$ cat src/rtl/dl_meas_ctrl.sv
// dl_meas_ctrl
//   Delay-line measurement controller. Launches a rising edge into the
//   delay line, captures the thermometer tap snapshot at the closing edge of
//   the launch cycle, and converts it to a tap count with a popcount. This is
//   repeated for 2^LOG2_AVG samples. The block then reports the average,
//   minimum and maximum counts, plus a stuck-tap error flag.
//
// Ports
//   clk, rst    : clock, asynchronous active-high reset
//   i_start     : request a measurement (sampled in IDLE only)
//   i_tap       : raw thermometer taps, bit 0 nearest the launch point
//   o_launch    : edge driven into the delay line (high for the LAUNCH cycle)
//   o_busy      : high in every state except IDLE
//   o_valid     : one-cycle pulse; result outputs are valid from this cycle
//   o_avg       : floor(sum of counts / SAMPLES)
//   o_min/o_max : extreme per-sample counts
//   o_err       : some tap was still high at the end of a drain period
module dl_meas_ctrl #(
  parameter int TAPS      = 32,
  parameter int LOG2_AVG  = 4,
  parameter int DRAIN_CYC = 4,
  localparam int CW       = $clog2(TAPS + 1)
) (
  input  logic            clk,
  input  logic            rst,
  input  logic            i_start,
  input  logic [TAPS-1:0] i_tap,
  output logic            o_launch,
  output logic            o_busy,
  output logic            o_valid,
  output logic [CW-1:0]   o_avg,
  output logic [CW-1:0]   o_min,
  output logic [CW-1:0]   o_max,
  output logic            o_err
);

  localparam int SAMPLES = 1 << LOG2_AVG;
  localparam int AW      = CW + LOG2_AVG;          // holds SAMPLES*TAPS
  localparam int SW      = LOG2_AVG + 1;           // reaches SAMPLES
  localparam int DW      = $clog2(DRAIN_CYC + 1);

  typedef enum logic [2:0] {
    S_IDLE, S_LAUNCH, S_SAMPLE, S_DRAIN, S_DONE
  } state_t;

  state_t          state_q, state_d;
  logic [TAPS-1:0] tap_q, tap_d;
  logic [AW-1:0]   acc_q, acc_d;
  logic [CW-1:0]   min_q, min_d;
  logic [CW-1:0]   max_q, max_d;
  logic            err_q, err_d;
  logic [SW-1:0]   smp_q, smp_d;
  logic [DW-1:0]   drn_q, drn_d;
  logic [CW-1:0]   avg_q, avg_d;
  logic [CW-1:0]   omin_q, omin_d;
  logic [CW-1:0]   omax_q, omax_d;
  logic            oerr_q, oerr_d;
  logic [CW-1:0]   cnt;

  // Popcount rather than leading-ones so bubbles in the thermometer code
  // still contribute every high tap.
  always_comb begin
    cnt = '0;
    for (int i = 0; i < TAPS; i++) cnt = cnt + CW'(tap_q[i]);
  end

  always_comb begin
    state_d = state_q;
    tap_d   = tap_q;
    acc_d   = acc_q;
    min_d   = min_q;
    max_d   = max_q;
    err_d   = err_q;
    smp_d   = smp_q;
    drn_d   = drn_q;
    avg_d   = avg_q;
    omin_d  = omin_q;
    omax_d  = omax_q;
    oerr_d  = oerr_q;
    case (state_q)
      S_IDLE: begin
        if (i_start) begin
          state_d = S_LAUNCH;
          acc_d   = '0;
          smp_d   = '0;
          min_d   = CW'(TAPS);
          max_d   = '0;
          err_d   = 1'b0;
        end
      end
      S_LAUNCH: begin
        tap_d   = i_tap;
        state_d = S_SAMPLE;
      end
      S_SAMPLE: begin
        acc_d   = acc_q + AW'(cnt);
        if (cnt < min_q) min_d = cnt;
        if (cnt > max_q) max_d = cnt;
        smp_d   = smp_q + 1'b1;
        drn_d   = '0;
        state_d = S_DRAIN;
      end
      S_DRAIN: begin
        drn_d = drn_q + 1'b1;
        if (drn_q == DW'(DRAIN_CYC - 1)) begin
          err_d = err_q | (|i_tap);
          if (smp_q == SW'(SAMPLES)) begin
            // Results are loaded on the edge into DONE so they are already
            // valid while o_valid is high; err_d folds in this last check.
            state_d = S_DONE;
            avg_d   = acc_q[AW-1:LOG2_AVG];
            omin_d  = min_q;
            omax_d  = max_q;
            oerr_d  = err_d;
          end else begin
            state_d = S_LAUNCH;
          end
        end
      end
      S_DONE:  state_d = S_IDLE;
      default: state_d = S_IDLE;
    endcase
  end

  always_ff @(posedge clk or posedge rst) begin
    if (rst) begin
      state_q <= S_IDLE;
      tap_q   <= '0;
      acc_q   <= '0;
      min_q   <= '0;
      max_q   <= '0;
      err_q   <= 1'b0;
      smp_q   <= '0;
      drn_q   <= '0;
      avg_q   <= '0;
      omin_q  <= '0;
      omax_q  <= '0;
      oerr_q  <= 1'b0;
    end else begin
      state_q <= state_d;
      tap_q   <= tap_d;
      acc_q   <= acc_d;
      min_q   <= min_d;
      max_q   <= max_d;
      err_q   <= err_d;
      smp_q   <= smp_d;
      drn_q   <= drn_d;
      avg_q   <= avg_d;
      omin_q  <= omin_d;
      omax_q  <= omax_d;
      oerr_q  <= oerr_d;
    end
  end

  // All decoded straight from the state flop, so they are glitch-free
  // registered signals and drop together with reset.
  assign o_launch = (state_q == S_LAUNCH);
  assign o_busy   = (state_q != S_IDLE);
  assign o_valid  = (state_q == S_DONE);
  assign o_avg    = avg_q;
  assign o_min    = omin_q;
  assign o_max    = omax_q;
  assign o_err    = oerr_q;

endmodule

$ cat config.mk
export PLATFORM = sky130hd
export DESIGN_NAME = dl_meas_ctrl
export DESIGN_NICKNAME = d
export VERILOG_FILES = /design/src/rtl/dl_meas_ctrl.sv
export SDC_FILE = /design/constraint.sdc
export NUM_CORES = 1
export LEC_CHECK = 0
export BUFFER_PORTS_ARGS = -buffer_cell sky130_fd_sc_hd__buf_4
export CORE_MARGIN = 3
export CORE_UTILIZATION = 45
export DETAILED_ROUTE_END_ITERATION = 12
export GPL_TIMING_DRIVEN = 1
export PLACE_DENSITY_LB_ADDON = 0.3
export SETUP_SLACK_MARGIN = 0.5
export SYNTH_ARGS = -nofsm -noshare
export SYNTH_HDL_FRONTEND = slang
export SYNTH_SLANG_ARGS = --single-unit
$ cat constraint.sdc
create_clock -name clk -period 6.7 [get_ports clk]
set_clock_uncertainty 0.15 [all_clocks]
set_input_delay 1.34 -clock clk [delete_from_list [all_inputs] [get_ports clk]]
set_output_delay 1.34 -clock clk [all_outputs]
set_load 0.1 [all_outputs]
==> run summary, run 1 <==
CP endpoint kind: flop
# IOs: 57
routed vias: 3,359
signed area change from the synthesized netlist to the final layout: 19.60%
multiplexer share of the synthesized area: 7.954%
detail-routed via count per cell: 5.082
violation count after the first detailed-routing iteration: 130
Synth Net Count: 549
path type of the worst setup path: flop to flop
Floorplan Core Area: 0.01037 mm^2
number of global-route vias before repair: 3,358
total number of yosys warnings: 0
EDFF count, synth: 0
Max transition margin: 27.73%
WL/cell: 15.16 um
Detailed Place HPWL: 7192 um
initial core utilization: 46.42%
pin slew with the least headroom to its limit: 1.084 ns
library cell with the largest summed area after synthesis: sky130_fd_sc_hd__dfrtp_1
cells after synthesis: 461
largest fanout on the critical path: 5
overflow left after global routing: 0
required time of the critical path: 6.80 ns
count of final max-slew check failures: 0
Setup Total Neg Slack: 0 ns
final critical-path share of the clock period: 92.50%
xor/xnor share of the synthesized area: 0.9098%
CTS Sinks: 85
Die X-Extent: 109.4 um
Final Hold Slack: 0.3329 ns
number of placement rows: 37
status: completed
final antenna diode count: 0
synthesized flop and latch total: 85
Finished Cell Area: 0.005757 mm^2
class of the most critical hold timing path: flop to flop
upper clock frequency limit: 0.1614 GHz
critical path startpoint category: flop
initial antenna violation count: 0
Crit path arrival time: 6.30 ns
fraction of final layout cells with drive strength greater than 1: 27.05%
count of input and output buffers: 56
DRC violation count after routing: 0
Final min period: 6.197 ns
clock buffer count from CTS: 9
DR top layer: met4
final weighted congestion of routability-driven global placement: 0.8701
sequential element share of the synthesized area: 44.19%
first-pass GRT wire length: 15,860 um
netlist area before placement: 0.004813 mm^2
area of the die: 0.01197 mm^2
length of the first detailed-routing pass in iterations: 4
master cell of the clock root buffer: sky130_fd_sc_hd__clkbuf_8
clock transition at the registers of the reported paths: 0.09 ns
unrepaired setup endpoints after global routing: yes
main combinational cell family by area after synthesis: adder cells
largest net degree at the start of global routing: 86
FILL cells: 911
TritonCTS clock tree: built
proportion of register bits with asynchronous set or reset after synthesis: 100.0%
Synth area leaders: sky130_fd_sc_hd__dfrtp_1 (44%), sky130_fd_sc_hd__fa_1 (10%), sky130_fd_sc_hd__ha_1 (7.3%)
portion of synthesized cell area occupied by the leading cell type: 44.19%
number of nets in the layout: 609
post-synthesis simple-gate area fraction: 11.49%
maximum level of the CTS H-tree: 3
Compound-Gate Fraction of Synth Area: 10.50%
Final Setup Violations: 0
remaining antenna violation count after routing: 0
Post-DP Area: 0.005345 mm^2
metal1 wirelength: 4705 um
length of routed met2 wiring: 4903 um
wire length after detailed routing: 10,020 um
Main synth FF type: sky130_fd_sc_hd__dfrtp_1
global-route usage over all layers: 17.14%
post-synthesis adder-cell area fraction: 17.68%
synth unique cells: 47
most frequent cells in the layout: sky130_fd_sc_hd__dfrtp_1 (85), sky130_fd_sc_hd__buf_4 (67), sky130_fd_sc_hd__inv_1 (61)
Fin. Hold Viols: 0
die outline height: 109.4 um
latest clock arrival within the worst-skew pair: 0.36 ns
buffer levels on the longest clock path: 2
max-capacitance violation count: 0
area used by multi-input combinational logic: 0.002470 mm^2
wire length on met3: 199 um
Post-Syn Area per Cell: 10.44 um^2
area occupied by registers: 0.002127 mm^2
commonest non-fill, non-tap cell in the layout: sky130_fd_sc_hd__dfrtp_1
==> flip-flops by register name, summed over array words and instances, names as in the netlist <==
name,flops
drn_q,3
max_q,6
smp_q,5
o_max,6
min_q,6
acc_q,10
tap_q,32
o_avg,6
err_q,1
o_min,6
o_err,1
state_q,3
==> cells by family (layout without fill, tap and decap cells) <==
family,Yosys count,count (layout)
muxes,33,33
adders and majority gates,53,53
DFF,85,85
and+or+nand+nor,113,113
buffers and inverters,88,152
AOI/OAI and AO/OA,84,84
xor gates and xnor gates,5,5
==> final cells by class <==
type,count,area share [%]
timing repair buffer,67,8.737
clock buffer,10,2.391
sequential,85,36.95
inverter,70,4.586
clock inverter,5,1.478
multi-input combinational,288,42.90
tap,136,2.956
==> worst paths after layout <==
kind	start	endpoint	slack [ns]	cells after the start
min	acc_q[9]	acc_q[9]	0.33	1
max reg2reg	tap_q[17]	max_q[3]	0.50	22
min in group asynchronous	rst	drn_q[1]	1.15	3
min reg2reg	acc_q[9]	acc_q[9]	0.33	1
max	tap_q[17]	max_q[3]	0.50	22
max in group asynchronous	rst	tap_q[12]	4.52	3
==> per-layer routing <==
layer  track usage [%]  vias to the layer above
met3             2.466                       17
met4             7.213                        0
li1                  -                     1644
met1             24.18                     1657
met2             26.55                       41
met5                 0                        -
==> synthesized netlist by cell type (4+ instances only) <==
| cell | number |
|---|---|
| sky130_fd_sc_hd__nor2b_1 | 4 |
| sky130_fd_sc_hd__nand2b_1 | 5 |
| sky130_fd_sc_hd__inv_1 | 70 |
| sky130_fd_sc_hd__a21oi_1 | 9 |
| sky130_fd_sc_hd__a21o_1 | 6 |
| sky130_fd_sc_hd__ha_1 | 28 |
| sky130_fd_sc_hd__mux2_2 | 19 |
| sky130_fd_sc_hd__mux2i_1 | 6 |
| sky130_fd_sc_hd__nand4_1 | 5 |
| sky130_fd_sc_hd__fa_1 | 25 |
| sky130_fd_sc_hd__nand3_1 | 11 |
| sky130_fd_sc_hd__dfrtp_1 | 85 |
| sky130_fd_sc_hd__mux2_4 | 5 |
| sky130_fd_sc_hd__clkbuf_1 | 13 |
| sky130_fd_sc_hd__nor4_1 | 7 |
| sky130_fd_sc_hd__nor2_1 | 9 |
| sky130_fd_sc_hd__nand2_1 | 54 |
| sky130_fd_sc_hd__o21ai_0 | 51 |
==> stage by stage <==
step           worst slack [ns]  util [%]  cells
2_1_floorplan            0.5955         -    461
5_1_grt                  0.3543     55.51    661
3_5_place_dp             0.2335     51.54    638
6_report                 0.5026     55.51    661
3_3_place_gp             0.3830     51.54    638
4_1_cts                  0.5074     54.05    653
==> critical path: stages (launching register included) <==
cell and delay (ns):
sky130_fd_sc_hd__dfrtp_1 0.41, sky130_fd_sc_hd__fa_1 0.55, sky130_fd_sc_hd__inv_2 0.04, sky130_fd_sc_hd__fa_2 0.36, sky130_fd_sc_hd__inv_2 0.07, sky130_fd_sc_hd__fa_1 0.43
sky130_fd_sc_hd__fa_1 0.52, sky130_fd_sc_hd__fa_1 0.53, sky130_fd_sc_hd__inv_1 0.05, sky130_fd_sc_hd__fa_1 0.54, sky130_fd_sc_hd__inv_1 0.06, sky130_fd_sc_hd__ha_1 0.30
sky130_fd_sc_hd__a21o_1 0.20, sky130_fd_sc_hd__a21oi_2 0.19, sky130_fd_sc_hd__nor2b_2 0.07, sky130_fd_sc_hd__o21ai_2 0.20, sky130_fd_sc_hd__inv_2 0.09, sky130_fd_sc_hd__ha_4 0.28
sky130_fd_sc_hd__and4_4 0.25, sky130_fd_sc_hd__a31oi_4 0.09, sky130_fd_sc_hd__a21boi_4 0.18, sky130_fd_sc_hd__nor2_4 0.22, sky130_fd_sc_hd__mux2_4 0.32
==> what timing repair did <==
item | 4_1_cts | 5_1_grt
setup buffers | 0 | 8
hold buffers | 0 | 0
hold endpoints to repair | 0 | 0
pin swaps | 1 | 21
gates resized for setup | 10 | 24
endpoints found under the setup margin | 11 | 15
Power of run 1 is left out: the tool's default activity adds up to more than one toggle a clock period on the data nets, which glitch-free logic cannot reach.
==> run 2: changes to the inputs <==
Settings changed: SKIP_CTS_REPAIR_TIMING set to 1, SLEW_MARGIN set to 0.
Clock period 6.7 ns to 6.6 ns, I/O delays scaled along.
==> run summary, run 2 (synthesized netlist as in run 1, its figures left out) <==
# IOs: 57
first element of the critical path: tap_q[17]
final weighted congestion of routability-driven global placement: 0.8006
number of nets in the layout: 609
kind of cell adding the most delay to the critical path: adder cells
buffer levels on the longest clock path: 2
flip-flop count of the largest register after layout: 32
critical hold path startpoint: acc_q[9]
die outline height: 109.4 um
initial core utilization: 46.42%
largest fanout on the critical path: 5
Max transition margin: 29.09%
WL/cell: 15.24 um
count of final max-slew check failures: 0
FILL cells: 919
Crit path arrival time: 6.35 ns
number of placement rows: 37
final antenna diode count: 0
wire length after detailed routing: 10,090 um
initial antenna violation count: 0
Detailed Place HPWL: 7441 um
first-pass GRT wire length: 16,310 um
cell type of the slowest stage on the worst timing path: sky130_fd_sc_hd__fa_1
status: completed
delay contributed by the slowest stage of the critical path: 0.56 ns
TritonCTS clock tree: built
final critical-path share of the clock period: 94.73%
unrepaired setup endpoints after global routing: yes
length of the first detailed-routing pass in iterations: 4
fraction of final layout cells with drive strength greater than 1: 25.86%
number of buffers and inverters on the critical path: 4
count of input and output buffers: 56
Fin. Hold Viols: 0
latest clock arrival within the worst-skew pair: 0.36 ns
Floorplan Core Area: 0.01037 mm^2
required time of the critical path: 6.70 ns
upper clock frequency limit: 0.1599 GHz
class of the most critical hold timing path: flop to flop
remaining antenna violation count after routing: 0
logic depth of the worst register-to-register path: 21
critical path startpoint category: flop
overflow left after global routing: 0
Critical R2R Launch: tap_q[17]
Min-Delay Path Depth: 1
routed vias: 3,410
clock buffer count from CTS: 9
Final min period: 6.252 ns
Setup Total Neg Slack: 0 ns
maximum level of the CTS H-tree: 3
max-capacitance violation count: 0
CP endpoint kind: flop
Critical R2R Capture: min_q[1]
signed area change from the synthesized netlist to the final layout: 19.18%
CP dominant cell by count: sky130_fd_sc_hd__fa_1
detail-routed via count per cell: 5.151
largest registers: tap_q: 32 flops, acc_q: 10 flops
Die X-Extent: 109.4 um
CTS Sinks: 85
clock transition at the registers of the reported paths: 0.09 ns
worst-case register-to-register setup slack: 0.35 ns
area of the die: 0.01197 mm^2
Largest Register: tap_q
number of global-route vias before repair: 3,437
path type of the worst setup path: flop to flop
most frequent cells in the layout: sky130_fd_sc_hd__dfrtp_1 (85), sky130_fd_sc_hd__buf_4 (66), sky130_fd_sc_hd__inv_1 (63)
Worst Hold End: acc_q[9]
master cell of the clock root buffer: sky130_fd_sc_hd__clkbuf_8
global-route usage over all layers: 17.55%
crit path cell chain: fa_1 -> inv_2 -> fa_1 -> fa_1 -> fa_1 -> fa_1 -> fa_1 -> inv_1 -> ha_2 -> inv_2 -> fa_2 -> inv_2 -> a21o_1 -> a21oi_4 -> xnor2_2 -> ha_1 -> a21o_1 -> a211oi_2 -> o21ai_2 -> nand2_4 -> mux2_1
Final Setup Violations: 0
DRC violation count after routing: 0
violation count after the first detailed-routing iteration: 194
pin slew with the least headroom to its limit: 1.064 ns
commonest non-fill, non-tap cell in the layout: sky130_fd_sc_hd__dfrtp_1
largest net degree at the start of global routing: 86
## run 2: cell count changes in the layout (fill, tap and decap cells not counted), moves of 2 or more
cell	delta
sky130_fd_sc_hd__clkinv_4	-2
sky130_fd_sc_hd__fa_1	+2
sky130_fd_sc_hd__fa_2	-2
sky130_fd_sc_hd__inv_1	+2
sky130_fd_sc_hd__inv_2	-2
sky130_fd_sc_hd__mux2_1	+2
sky130_fd_sc_hd__mux2_4	-2
## run 2: final cells by class
type	count	area, um^2	area share, %
inverter	70	264.0	4.602
clock inverter	5	81.33	1.418
timing repair buffer	67	506.7	8.833
tap	136	170.2	2.966
multi-input combinational	288	2436	42.46
sequential	85	2127	37.08
clock buffer	11	151.4	2.639
## run 2: worst max-delay path by stage
stage                to  slack, ns  depth (start not counted)
2_1_floorplan  max_q[0]       0.57                         22
4_1_cts        max_q[3]       0.11                         22
6_report       min_q[1]       0.35                         21
5_1_grt        min_q[1]       0.12                         21
3_5_place_dp   max_q[3]       0.14                         22
3_3_place_gp   max_q[3]       0.24                         22
## run 2: worst register-to-register path, stage by stage (launching register included)
cell and delay, ns:
sky130_fd_sc_hd__dfrtp_1 0.41, sky130_fd_sc_hd__fa_1 0.56, sky130_fd_sc_hd__inv_2 0.04, sky130_fd_sc_hd__fa_1 0.52, sky130_fd_sc_hd__fa_1 0.44, sky130_fd_sc_hd__fa_1 0.49
sky130_fd_sc_hd__fa_1 0.56, sky130_fd_sc_hd__fa_1 0.42, sky130_fd_sc_hd__inv_1 0.07, sky130_fd_sc_hd__ha_2 0.18, sky130_fd_sc_hd__inv_2 0.04, sky130_fd_sc_hd__fa_2 0.37
sky130_fd_sc_hd__inv_2 0.06, sky130_fd_sc_hd__a21o_1 0.15, sky130_fd_sc_hd__a21oi_4 0.08, sky130_fd_sc_hd__xnor2_2 0.29, sky130_fd_sc_hd__ha_1 0.31, sky130_fd_sc_hd__a21o_1 0.17
sky130_fd_sc_hd__a211oi_2 0.24, sky130_fd_sc_hd__o21ai_2 0.12, sky130_fd_sc_hd__nand2_4 0.14, sky130_fd_sc_hd__mux2_1 0.34
## run 2: metal layers
metal / part of all wire (%) / routed length, um / track usage (%)
met1: 44 / 4468 / 24.14
met2: 49 / 4987 / 27.51
met3: 4.0 / 400 / 3.053
met4: 2.3 / 232 / 7.391
met5: 0 / 0 / 0
## run 2: metrics by stage
step                setup slack (ns)  area (um^2)  cells  hold WS (ns)  util [%]
floorplan                     0.5680         4813    461        0.2942         -
global placement              0.2450         5345    638        0.3128     51.54
detailed placement            0.1439         5345    638        0.3228     51.54
CTS                           0.1051         5578    654        0.3377     53.79
global route                  0.1175         5737    662        0.3584     55.32
finish                        0.3480         5737    662        0.3307     55.32
Power of run 2 is left out for the same reason.
